### config.mk
export PLATFORM = sky130hd
export DESIGN_NAME = key_light_fader
export DESIGN_NICKNAME = d
export VERILOG_FILES = /design/src/rtl/key_light_pkg.sv /design/src/rtl/key_light_fader_channel.sv /design/src/rtl/key_light_fader.sv
export SDC_FILE = /design/constraint.sdc
export NUM_CORES = 1
export LEC_CHECK = 0
export ABC_AREA = 1
export BUFFER_PORTS_ARGS = -buffer_cell sky130_fd_sc_hd__buf_4
export CAP_MARGIN = 0
export CORE_UTILIZATION = 50
export CTS_BUF_LIST = sky130_fd_sc_hd__clkbuf_2
export DETAILED_ROUTE_END_ITERATION = 16
export HOLD_SLACK_MARGIN = 0.1
export PLACE_DENSITY = 0.66
export SYNTH_ARGS = -nofsm -noshare
export SYNTH_HDL_FRONTEND = slang
export SYNTH_HIERARCHICAL = 1
export SYNTH_SLANG_ARGS = --single-unit
### constraint.sdc
create_clock -name clk -period 9.25 [get_ports clk]
set_input_delay 2.775 -clock clk [delete_from_list [all_inputs] [get_ports clk]]
set_output_delay 2.775 -clock clk [all_outputs]
set_load 0.02 [all_outputs]
### src/rtl/key_light_pkg.sv
// Shared key map for the note lights and the synthesis path, so both sides
// always agree on which ASCII key drives which note channel.
package key_light_pkg;

  localparam int N_KEYS = 12;

  // Channel order: z s x d c v g b h n j m
  localparam logic [7:0] KEY_CODES [N_KEYS] = '{
    8'h7A, 8'h73, 8'h78, 8'h64, 8'h63, 8'h76,
    8'h67, 8'h62, 8'h68, 8'h6E, 8'h6A, 8'h6D
  };

  typedef struct packed {
    logic       hit;
    logic [3:0] idx;
  } key_hit_t;

  function automatic key_hit_t key_to_idx(input logic [7:0] code);
    key_hit_t r;
    r = '0;
    for (int i = 0; i < N_KEYS; i++) begin
      if (code == KEY_CODES[i]) begin
        r.hit = 1'b1;
        r.idx = 4'(i);
      end
    end
    return r;
  endfunction

endpackage

### src/rtl/key_light_fader_channel.sv
// One note light: full brightness on trigger, hold for HOLD_TICKS ticks,
// then a linear fade to off, rendered as PWM against the shared counter.
module light_channel #(
  parameter int PWM_BITS   = 8,
  parameter int HOLD_TICKS = 50,
  parameter int FADE_STEP  = 4
) (
  input  logic                clk,
  input  logic                rst,
  input  logic                trig,
  input  logic                tick,
  input  logic [PWM_BITS-1:0] pwm_cnt,
  output logic                led,
  output logic                active
);

  localparam int HOLD_W = (HOLD_TICKS > 0) ? $clog2(HOLD_TICKS + 1) : 1;
  localparam logic [PWM_BITS-1:0] MAX  = '1;
  localparam logic [PWM_BITS-1:0] STEP = PWM_BITS'(FADE_STEP);

  logic [PWM_BITS-1:0] level_q, level_d;
  logic [HOLD_W-1:0]   hold_q, hold_d;
  logic                led_q, led_d;
  logic                active_q, active_d;

  // NOTE: every signal gets a default at the top of always_comb so no path
  // leaves it unassigned, which would otherwise infer a latch.
  always_comb begin
    level_d  = level_q;
    hold_d   = hold_q;
    if (trig) begin
      // A trigger on a tick edge swallows that tick for this channel.
      level_d = MAX;
      hold_d  = HOLD_W'(HOLD_TICKS);
    end else if (tick) begin
      if (hold_q != '0)          hold_d  = hold_q - 1'b1;
      else if (level_q >= STEP)  level_d = level_q - STEP;
      else                       level_d = '0;
    end
    led_d    = (level_q == MAX) || (pwm_cnt < level_q);
    active_d = (level_q != '0);
  end

  // NOTE: sequential state uses non-blocking assignments so every flop
  // samples the pre-edge values regardless of statement order.
  always_ff @(posedge clk or posedge rst) begin
    if (rst) begin
      level_q  <= '0;
      hold_q   <= '0;
      led_q    <= 1'b0;
      active_q <= 1'b0;
    end else begin
      level_q  <= level_d;
      hold_q   <= hold_d;
      led_q    <= led_d;
      active_q <= active_d;
    end
  end

  assign led    = led_q;
  assign active = active_q;

endmodule

### src/rtl/key_light_fader.sv
// Keyboard note lights: decodes ASCII keys onto N_CH channels and owns the
// shared timing prescaler and PWM counter that every channel runs from.
module key_light_fader
  import key_light_pkg::*;
#(
  parameter int N_CH       = 12,
  parameter int PWM_BITS   = 8,
  parameter int TICK_DIV   = 100000,
  parameter int HOLD_TICKS = 50,
  parameter int FADE_STEP  = 4
) (
  input  logic            clk,
  input  logic            rst,
  input  logic [7:0]      inSel,
  input  logic            inValid,
  output logic [N_CH-1:0] outLED,
  output logic [N_CH-1:0] outActive
);

  localparam int PRE_W = $clog2(TICK_DIV);

  logic [PRE_W-1:0]    presc_q, presc_d;
  logic [PWM_BITS-1:0] pwm_q, pwm_d;
  logic                tick;
  key_hit_t            key_hit;
  logic [N_CH-1:0]     trig;

  always_comb begin
    tick    = (presc_q == PRE_W'(TICK_DIV - 1));
    presc_d = tick ? '0 : presc_q + 1'b1;
    pwm_d   = pwm_q + 1'b1;
  end

  always_ff @(posedge clk or posedge rst) begin
    if (rst) begin
      presc_q <= '0;
      pwm_q   <= '0;
    end else begin
      presc_q <= presc_d;
      pwm_q   <= pwm_d;
    end
  end

  assign key_hit = key_to_idx(inSel);

  // Indices beyond N_CH simply match no channel, so those keys are ignored.
  for (genvar i = 0; i < N_CH; i++) begin : g_ch
    assign trig[i] = inValid && key_hit.hit && (key_hit.idx == 4'(i));

    light_channel #(
      .PWM_BITS  (PWM_BITS),
      .HOLD_TICKS(HOLD_TICKS),
      .FADE_STEP (FADE_STEP)
    ) u_ch (
      .clk    (clk),
      .rst    (rst),
      .trig   (trig[i]),
      .tick   (tick),
      .pwm_cnt(pwm_q),
      .led    (outLED[i]),
      .active (outActive[i])
    );
  end

endmodule

---- After elaboration in Yosys (flattened, before gate mapping) ----
Index checks and enable logic that the tools add are counted.
word-level totals
  flip-flop bits (word level) ............. 217
operators by class
  add/sub/neg operators ................... 26
  $lt $le $gt $ge ......................... 24
  multiplexer cells ....................... 97
  eq/ne operators ......................... 48
  reduce and logical (&&, ||, !) cells .... 98
operators by type and width
  cell                   number
  $mux 8                 48
  $mux 6                 36
  $eq 8x7->1 const B     12
  $eq 8x8->1 const B     12
  $ge 8x3->1 const B     12
  $lt 8x8->1             12
  $reduce_bool 8->1      12
  $sub 8x3->8 const B    12
  $reduce_bool 6->1      12
  $sub 6x1->6 const B    12
  $mux 5                 12
  $reduce_and 2->1       24
  $reduce_bool 2->1      24
  $ne 2x1->1 const B     12
  $add 17x1->17 const B  1
  $eq 17x17->1 const B   1
  $mux 17                1
  $eq 4x3->1 const B     4
  $eq 4x4->1 const B     4
  $logic_and 1x1->1      13
  $logic_or 1x1->1       12
  $add 8x1->8 const B    1
  $eq 4x2->1 const B     2
  $eq 4x1->1 const B     1
  $logic_not 4->1        1

---- Logic depth before layout (Yosys ltp) ----
  depth in word-level cells ............... 17
  gate-level depth with buffers ........... 14

---- By module ----
The synthesis kept the hierarchy.
modules (own cells, without submodules)
  module           cells an instance  area an instance (sq um)  instances
  light_channel    136                1053.5                    12
  key_light_fader  222                1641.6                    1

---- Least setup slack after synthesis ----
No wires, ideal clock.
  kind .................................... flip-flop to flip-flop
  from .................................... reg presc_q[0]
  to ...................................... reg g_ch[0].u_ch.hold_q[1]
  path slack .............................. 1.737 ns
  arrival ................................. 7.436 ns
  path buffers ............................ 0
  clock period less this slack ............ 7.513 ns
  stages on the path, launching flop included .. 8
  path through ............................ dfrtp_1 -> ha_1 -> nand3_1 -> nor4_1 -> nand2_1 -> nand2_2 -> nand2_1 -> o21ai_1
on the way
  cells in the longest elaborated chain, start to end .. 3
ends and longest elaborated chain
  element                             RTL line                       RTL
  start, declared                     key_light_fader.sv:22          logic [PRE_W-1:0] presc_q, presc_d;
  start signal, assigned              key_light_fader.sv:39          presc_q <= presc_d;
  $eq 17x17->1                        key_light_fader.sv:29          tick = (presc_q == PRE_W'(TICK_DIV - 1));
  net tick                            key_light_fader.sv:24          logic tick;
  $reduce_bool 2->1 (no source line)  -
  $reduce_and 2->1 (no source line)   -
  end signal, assigned                key_light_fader_channel.sv:54  hold_q <= hold_d;
  end, declared                       key_light_fader_channel.sv:22  logic [HOLD_W-1:0] hold_q, hold_d;
The timed path passes the listed nets, and every way through them passes these cells.
A chain may end at the register's enable or synchronous reset.

---- Worst setup path in the final report ----
  from .................................... reg g_ch[6].u_ch.led_q
  to ...................................... out outLED[6]
RTL lines
  element                 RTL line                       RTL
  start, declared         key_light_fader_channel.sv:23  logic led_q, led_d;
  start signal, assigned  key_light_fader_channel.sv:55  led_q <= led_d;
  end, declared           key_light_fader.sv:16          output logic [N_CH-1:0] outLED,
No word-level cell between the ends.

==> flow_summary_export.csv <==
group,metric,value,unit
clock_network,cts-htree-levels,2,
global_routing,grt_pass1_wl,52.3,mm
clock_network,ctsHoldBuffers,0,
final_layout,layout-drive-gt1-share,0.122,
job,max_cap_violations,0,
timing,clock.fmax,0.239,GHz
floorplanning,die_w,171,um
power_and_ir_drop,power_density,107,mW/mm2
timing,rsz0062_at_grt,"false",
global_routing,antenna_violations_before_repair,1,
drt,routed_wire_length_per_instance,12.9,um
logic_synthesis,synth_fp_nets,2011,
clock_network,cts_num_sinks,205,
final_layout,num-nets-final,2107,
floorplanning,die_h,171,um
worst_setup_path,crit_end,"outLED[6]",
floorplanning,die_area,0.0292,mm2
timing,final.setup_skew,0.0407,ns
logic_synthesis,syn_area_per_cell,7.70,um2
worst_setup_path,path_depth,1,
worst_setup_path,end_kind,"output pin",
logic_synthesis,ys_seq_elements,205,
worst_setup_path,cp-startpoint,"g_ch[6].u_ch/led$_DFF_PP0_",
timing,timing.max_slew.rel_slack,0.249,
drt,antenna_left,0,
clock_network,cts_buffers,58,
worst_setup_path,worstPathBufferInverterCount,1,
power_and_ir_drop,vdd_drop_max,0.0621,mV
clock_network,worst_skew_pair.late_latency,0.84,ns
drt,avgViaCountPerCell,4.96,
worst_setup_path,crit-reg2reg-capture,"g_ch[11].u_ch/level_q[5]$_DFFE_PP0P_",
worst_setup_path,critPathArrivalTime,1.41,ns
logic_synthesis,yosysWarningCount,6,
clock_network,cts.repair_timing.setup_buffer_count,0,
global_routing,number_of_global_route_vias_before_repair,11300,
worst_setup_path,setup.worst_path.start_class,"flop",
logic_synthesis,synthCells,1854,
clock_network,clk_pin_slew_worst_paths,0.09,ns
global_routing,grt.total_usage,0.219,
floorplanning,core_area,0.0279,mm2
clock_network,ctsResizeCount,0,
final_layout,area_growth_from_synthesis_to_final_layout,9.06,%
status,status,"completed",
timing,final.hold.worst_slack,0.508,ns
logic_synthesis,synth.distinct_cells,28,
floorplanning,boundaryPins,35,
floorplanning,num_rows,61,
timing,final.setup.tns,0,ns
timing,drv_slew,0,
timing,finalSetupViolCount,0,
worst_setup_path,r2r_slack,6.87,ns
drt,totalWireLength,30.7,mm
worst_setup_path,timing.critical_path.cells,"buf_4",
worst_setup_path,reg2reg_from,"presc_q[0]$_DFF_PP0_",
placement,dp_hpwl,21.5,mm
worst_hold_path,hold_path.startpoint,"presc_q[2]$_DFF_PP0_",
timing,period_needed,4.19,ns
drt,dr.first_iter.drc_count,661,
floorplanning,starting_density,0.511,
logic_synthesis,netlist_area,0.0143,mm2
worst_hold_path,worst_hold_path_type,"reg -> reg",
worst_setup_path,worst_r2r_path_depth,8,
worst_setup_path,critical_path_rt,6.48,ns
drt,vias,11800,
worst_setup_path,critical_path.max_fanout,1,
worst_setup_path,crit_slowest_cell,"sky130_fd_sc_hd__dfrtp_1",
clock_network,max-clock-path-buffers,3,
global_routing,grt_overflow_total,0,
clock_network,clock_tree_from_tritoncts,"yes",
worst_setup_path,path_delay_family,"flip-flops",
worst_setup_path,criticalPathCategory,"reg -> out",
timing,final.period_utilization,0.453,
power_and_ir_drop,power.static_leakage,8.46,nW
global_routing,grt_start_max_net_pins,29,
drt,drt_pass1_iterations,5,
placement,place_congestion,0.882,
timing,hold_viol_final,0,
worst_setup_path,critPathMaxStageDelay,0.41,ns
logic_synthesis,synth_sequential_area_ratio,0.359,
timing,worst_slew_pin_slew,1.13,ns
drt,drc,0,
clock_network,cts-root-buf,"sky130_fd_sc_hd__clkbuf_2",
placement,place.port_buffers,34,
## cells in the mapped netlist (all sizes together)
cell type	n	area [um2]
dfrtp	205	5130
a21boi	1	7.51
xnor2	1	8.76
nand4	57	537
nor3	35	191
inv	299	1120
xor2	75	657
nor2	149	773
o211ai	1	7.51
nor4	2	18.8
ha	146	1830
o21ai	63	315
or2	1	6.26
nand3	162	876
a21oi	110	686
nand2	547	2120
## final cells by class
cell class	instances	area [um2]
repair buffers	36	270
clock buffers	84	420
diodes	1	2.50
inverters	299	1120
clock inverters	23	121
multi-input cells	1350	8040
flip-flops and latches	205	5130
well taps	378	473
fillers	2709	12400
## cell families (layout without fill, tap and decap cells)
| logic type | Yosys count | count (layout) | synth area share |
|---|---|---|---|
| other | 0 | 1 | 0 |
| AOI/OAI and AO/OA | 175 | 175 | 0.0711 |
| buffers and inverters | 299 | 442 | 0.0786 |
| and+or+nand+nor | 953 | 953 | 0.317 |
| adders and majority gates | 146 | 146 | 0.128 |
| xor gates and xnor gates | 76 | 76 | 0.0466 |
| DFF | 205 | 205 | 0.359 |
## metal layers
layer	global-route usage	share of wire	vias to the layer above
met5	0	0	-
met4	0.0804	0.025	0
met3	0.0368	0.044	55
met2	0.359	0.46	198
met1	0.290	0.47	5368
li1	-	-	6165
## layout by cell type, fill, tap and decap left out, types with 2 or more instances in the layout
cell                       instances
sky130_fd_sc_hd__a21oi_1          98
sky130_fd_sc_hd__a21oi_4          12
sky130_fd_sc_hd__buf_4            36
sky130_fd_sc_hd__clkbuf_2         84
sky130_fd_sc_hd__clkinv_1         13
sky130_fd_sc_hd__clkinv_2          7
sky130_fd_sc_hd__dfrtp_1         205
sky130_fd_sc_hd__ha_1            146
sky130_fd_sc_hd__inv_1           285
sky130_fd_sc_hd__inv_2            16
sky130_fd_sc_hd__nand2_1         520
sky130_fd_sc_hd__nand2_2          27
sky130_fd_sc_hd__nand3_1         149
sky130_fd_sc_hd__nand3_2          13
sky130_fd_sc_hd__nand4_1          45
sky130_fd_sc_hd__nand4_4          12
sky130_fd_sc_hd__nor2_1          117
sky130_fd_sc_hd__nor2_2            7
sky130_fd_sc_hd__nor2_4           24
sky130_fd_sc_hd__nor3_1           33
sky130_fd_sc_hd__nor4_2            2
sky130_fd_sc_hd__o21ai_0          14
sky130_fd_sc_hd__o21ai_1          49
sky130_fd_sc_hd__xor2_1           75
## worst min path at each step
stage / to / cells after the start / slack, ns
after floorplan: presc_q[13]$_DFF_PP0_ / 1 / 0.46
after global placement: presc_q[2]$_DFF_PP0_ / 1 / 0.49
after detailed placement: presc_q[2]$_DFF_PP0_ / 1 / 0.49
after CTS: presc_q[2]$_DFF_PP0_ / 1 / 0.51
after global routing: presc_q[2]$_DFF_PP0_ / 1 / 0.54
final: presc_q[2]$_DFF_PP0_ / 1 / 0.51
## stage by stage
| stage | cell area (um2) | util | total power, mW | instances | worst slack, ns |
|---|---|---|---|---|---|
| 2_1_floorplan | 14300 | - | 0.984 | 1854 | 1.74 |
| 3_3_place_gp | 15000 | 0.538 | 1.00 | 2268 | 4.43 |
| 3_5_place_dp | 15000 | 0.538 | 1.00 | 2268 | 4.36 |
| 4_1_cts | 15600 | 0.558 | 1.70 | 2375 | 4.96 |
| 5_1_grt | 15600 | 0.558 | 1.76 | 2376 | 4.94 |
| 6_report | 15600 | 0.558 | 1.67 | 2376 | 5.06 |
## registers in the layout (all words and copies together) (netlist names)
signal / flops
g_ch.u_ch/led: 12
g_ch.u_ch/active: 12
presc_q: 17
pwm_q: 8
g_ch.u_ch/hold_q: 72
g_ch.u_ch/level_q: 84
## power by group
group	internal (mW)	switching [mW]
registers	0.902	0.00560
logic	0.0229	0.0550
clock network	0.276	0.405
total	1.20	0.465
Power figures use the tool's default switching activity.
